### src/rtl/branch_history_table.sv
// Per-PC table of saturating direction counters with an optional gshare history hash.
// Asynchronous-read predictor; trains from resolved branches and self-clears after reset.
module branch_history_table #(
  parameter int ENTRIES  = 64,
  parameter int IDX_W    = 6,
  parameter int CTR_W    = 2,
  parameter int INIT_CTR = 1,
  parameter int GHR_W    = 0,
  parameter int PC_LSB   = 2
) (
  input  logic             clk,
  input  logic             rst,
  input  logic [31:0]      lookup_pc,
  output logic             predict_taken,
  output logic [IDX_W-1:0] pred_idx,
  input  logic             update_valid,
  input  logic [IDX_W-1:0] update_idx,
  input  logic             update_taken,
  output logic             ready
);

  typedef enum logic {
    S_INIT,
    S_READY
  } state_t;

  localparam logic [CTR_W-1:0] CMAX   = '1;
  localparam logic [CTR_W-1:0] INIT_V = CTR_W'(INIT_CTR);
  localparam logic [IDX_W-1:0] LAST   = IDX_W'(ENTRIES - 1);

  state_t           state;
  state_t           state_nx;
  logic [IDX_W-1:0] ptr;
  logic [IDX_W-1:0] hist;
  logic [CTR_W-1:0] table_q [ENTRIES];
  logic [CTR_W-1:0] ctr_cur;
  logic [CTR_W-1:0] ctr_nx;
  logic             sweep_we;
  logic             upd_we;

  always_ff @(posedge clk) begin
    if (rst) state <= S_INIT;
    else     state <= state_nx;
  end

  always_comb begin
    state_nx = state;
    sweep_we = 1'b0;
    upd_we   = 1'b0;
    ready    = 1'b0;
    unique case (state)
      S_INIT: begin
        sweep_we = 1'b1;
        if (ptr == LAST) state_nx = S_READY;
      end
      S_READY: begin
        ready  = 1'b1;
        upd_we = update_valid;
      end
      default: state_nx = S_INIT;
    endcase
  end

  always_ff @(posedge clk) begin
    if (rst)           ptr <= '0;
    else if (sweep_we) ptr <= ptr + 1'b1;
  end

  // History only moves on resolved branches, never on fetch.
  if (GHR_W > 0) begin : g_hist
    logic [GHR_W-1:0] ghr;
    always_ff @(posedge clk) begin
      if (rst)         ghr <= '0;
      else if (upd_we) ghr <= GHR_W'({ghr, update_taken});
    end
    assign hist = IDX_W'(ghr);
  end else begin : g_nohist
    assign hist = '0;
  end

  assign pred_idx      = lookup_pc[PC_LSB +: IDX_W] ^ hist;
  assign predict_taken = ready & table_q[pred_idx][CTR_W-1];

  assign ctr_cur = table_q[update_idx];

  always_comb begin
    ctr_nx = ctr_cur;
    if (update_taken) begin
      if (ctr_cur != CMAX) ctr_nx = ctr_cur + 1'b1;
    end else begin
      if (ctr_cur != '0)   ctr_nx = ctr_cur - 1'b1;
    end
  end

  // Contents are cleared by the sweep, not by reset.
  always_ff @(posedge clk) begin
    if (!rst) begin
      if (sweep_we)    table_q[ptr]        <= INIT_V;
      else if (upd_we) table_q[update_idx] <= ctr_nx;
    end
  end

endmodule

### config.mk
export PLATFORM = sky130hd
export DESIGN_NAME = branch_history_table
export DESIGN_NICKNAME = d
export VERILOG_FILES = /design/src/rtl/branch_history_table.sv
export SDC_FILE = /design/constraint.sdc
export NUM_CORES = 1
export LEC_CHECK = 0
export ABC_AREA = 1
export CAP_MARGIN = 40
export CORE_UTILIZATION = 45
export DETAILED_ROUTE_END_ITERATION = 10
export SETUP_SLACK_MARGIN = 0.15
export SLEW_MARGIN = 20
export SYNTH_ARGS = -nofsm -noshare
export SYNTH_HDL_FRONTEND = slang
export SYNTH_SLANG_ARGS = --single-unit
### constraint.sdc
create_clock -name clk -period 3.8 [get_ports clk]
set_input_delay 0.38 -clock clk [delete_from_list [all_inputs] [get_ports clk]]
set_output_delay 0.38 -clock clk [all_outputs]
set_load 0.02 [all_outputs]
==> impl_metrics.py <==
metrics = {
    "cts": {
        "post-cts-setup-buffer-count": 0,
        "cts_buffer_depth": 2,
        "cts_tree": "done",
        "htree_levels": 4,
        "numCtsBuffers": 17,
        "hold_buffers": 0,
        "ctsRootBufferMaster": "clkbuf_16",
        "ctsResizeCount": 0,
        "cts_sinks": 135,
        "clock_latency_ps": 430,
        "clkTransAtPathRegs_ps": 60,
    },
    "setup_path": {
        "worst_ep_arrival_time_ps": 2950,
        "cp-startpoint": "lookup_pc[3]",
        "start_kind": "input pin",
        "path_cells": "clkdlybuf4s50_1, inv_1, o21ai_0, o211ai_1, nand3_1, nand3_1, nand3_1, a21oi_1, clkdlybuf4s50_1",
        "cp_slowest_cell": "clkdlybuf4s50_1",
        "slowest_delay_ps": 660,
        "path_class": "in2out",
        "r2r-start": "state",
        "critPathMaxFanout": 15,
        "crit_top_cell": "nand3_1",
        "end_kind": "output port",
        "cp_data_required_time_ps": 3420,
    },
    "logic_synthesis": {
        "synth.top_cell.area_share_pct": 58.2,
        "syn-instance-count": 717,
        "synth-seq-cells": 135,
        "synth-compound-area-share_pct": 5.34,
        "synth_top_family_by_area": "simple AND/OR/NAND/NOR gates",
        "synth_area_mm2": 0.00660,
        "synth-simple-area-share_pct": 29.6,
        "synthAdderAreaFrac_pct": 0.190,
        "syn_nets": 760,
        "synth_cell_types": 31,
        "synthMuxAreaShare_pct": 0,
        "avgSynthCellArea_um2": 9.21,
        "ys_warn_count": 0,
        "yosys.area.top_type": "edfxtp_1",
        "synth-seq-area-share_pct": 60.3,
        "synthXorXnorAreaFrac_pct": 0,
        "synth_area_leaders": "edfxtp_1 58%, nand2_1 12%, nand3_1 9.9%",
    },
    "timing": {
        "slew_viol_final": 0,
        "timing.final.crit_share_pct": 87.5,
        "tightestPinTransition_ps": 829,
        "skew_ps": 9.13,
        "hold_viol": 0,
        "fin_tns_setup_ps": 0,
        "max_slew_margin_pct": 44.7,
        "fmax_mhz": 301,
        "fin_crit_ps": 3330,
        "setup_viol": 0,
        "rsz0062_at_grt": "false",
    },
    "global_routing": {
        "gr-total-overflow": 0,
        "antenna_found_initial": 0,
        "track_usage_pct": 26.2,
        "grt_pass1_wl_um": 28200,
        "grt_start_max_net_pins": 66,
        "grt_pass1_vias": 5102,
    },
    "floorplan": {
        "rows": 43,
        "die_y_um": 123,
        "initial_core_util_pct": 46.8,
        "core-area_mm2": 0.0141,
        "die_w_um": 123,
        "pin_count": 50,
        "die_area_mm2": 0.0152,
    },
    "power_and_ir_drop": {
        "peakVddDrop_v": 0.000325,
        "p_clk_share_pct": 48.0,
        "p_switching_mw": 0.828,
        "combPwrFrac_pct": 7.4,
        "p_int_mw": 2.79,
        "p_per_area_mw_per_mm2": 473,
        "leakage_nw": 2.95,
        "swShare_pct": 22.9,
        "power.share.sequential_pct": 44.6,
    },
    "finish": {
        "mostFrequentLayoutCell": "nand2_1",
        "post-route-util_pct": 54.3,
        "drive_above_1_share_pct": 9.73,
        "layout_common_cells": "208 x nand2_1, 130 x nand3_1, 128 x edfxtp_1",
        "fill_cells": 1268,
        "final_area_mm2": 0.00765,
        "diodes": 0,
        "nets": 780,
        "area_delta_synth_final_pct": 15.9,
    },
    "detailed_routing": {
        "firstDrtPassIters": 6,
        "viasPerCell": 5.85,
        "drt-total-wl_um": 18700,
        "drc": 0,
        "wl_per_cell_um": 20.1,
        "ant_nets": 0,
        "dr_total_vias": 5437,
        "drt_iter0_drc": 683,
    },
    "place": {
        "numPortBuffers": 23,
        "gp_congestion": 0.880,
        "placed_area_mm2": 0.00703,
        "hpwl_um": 11300,
    },
    "worst_hold_path": {
        "hold_class": "reg2reg",
        "min_from": "ptr[3]",
    },
    "flow_run": {
        "drv_cap": 0,
    },
    "run_status": {
        "status": "complete, no violations",
    },
}
==> metrics by stage <==
stage                     hold WS [ps]  total power, mW  std cells  setup WS, ps
after global routing               532             3.71        930           376
after global placement             465             1.90        898           537
after CTS                          478             3.63        930           490
after floorplan                    445             1.81        717           335
final                              483             3.62        930           475
after detailed placement           473             1.90        898           512
==> metal layers <==
layer / track usage, % / share of wire, % / vias to the layer above / wire length [µm]
met2: 42.2 / 47 / 283 / 8810
met3: 5.44 / 8.6 / 42 / 1620
li1: - / - / 2523 / -
met5: 0 / 0 / - / 0
met1: 33.9 / 41 / 2589 / 7700
met4: 12.0 / 3.1 / 0 / 585
==> cells in the mapped netlist, drive strengths merged <==
cell type,n
o41ai,1
buf,19
nand3b,1
nor3,3
clkbuf,22
edfxtp,128
a21oi,15
inv,26
nand3,133
ha,1
o31ai,4
dfxtp,7
nor2,96
or2,2
nand4,6
o221ai,5
o21ai,30
nor4,6
nand2,209
o211ai,3
==> state kept, by name, summed over array words and instances, names as in the netlist <==
register  count
table_q     128
state         1
ptr           6
==> final timing paths <==
kind         slack, ps  cells past startpoint        endpoint
min reg2reg        480                      2           state
min                480                      2           state
max                470                      9   predict_taken
max reg2reg       1280                      8  table_q[23][1]
==> kinds of logic (layout without fill, tap and decap cells) <==
logic type      count (synthesis)  in the layout
compound gates                 58             58
fa+ha+maj                       1              1
flops                         135            135
simple gates                  456            456
buf+inv                        67            100
==> worst max-delay path: cells and delay by family <==
family                 cells  cell delay (ps)
buffers and inverters      3             1560
AO/OA/AOI/OAI              3              670
AND/OR/NAND/NOR            3              340
==> power by group through the flow <==
| stage | clock network [mW] | logic, mW | registers (mW) |
|---|---|---|---|
| 6_report | 1.74 | 0.267 | 1.61 |
| 5_1_grt | 1.81 | 0.285 | 1.61 |
| 4_1_cts | 1.75 | 0.263 | 1.61 |
| 3_5_place_dp | 0 | 0.261 | 1.64 |
| 3_3_place_gp | 0 | 0.258 | 1.64 |
| 2_1_floorplan | 0 | 0.163 | 1.64 |
==> final cells by class <==
cell class | count | area (µm²) | area share (%)
timing repair buffer | 42 | 393 | 5.13
multi-input combinational | 515 | 2330 | 30.4
clock inverter | 15 | 199 | 2.60
inverter | 26 | 97.6 | 1.28
sequential | 135 | 3980 | 52.1
tap | 180 | 225 | 2.94
clock buffer | 17 | 425 | 5.56
Power figures use the tool's default switching activity.
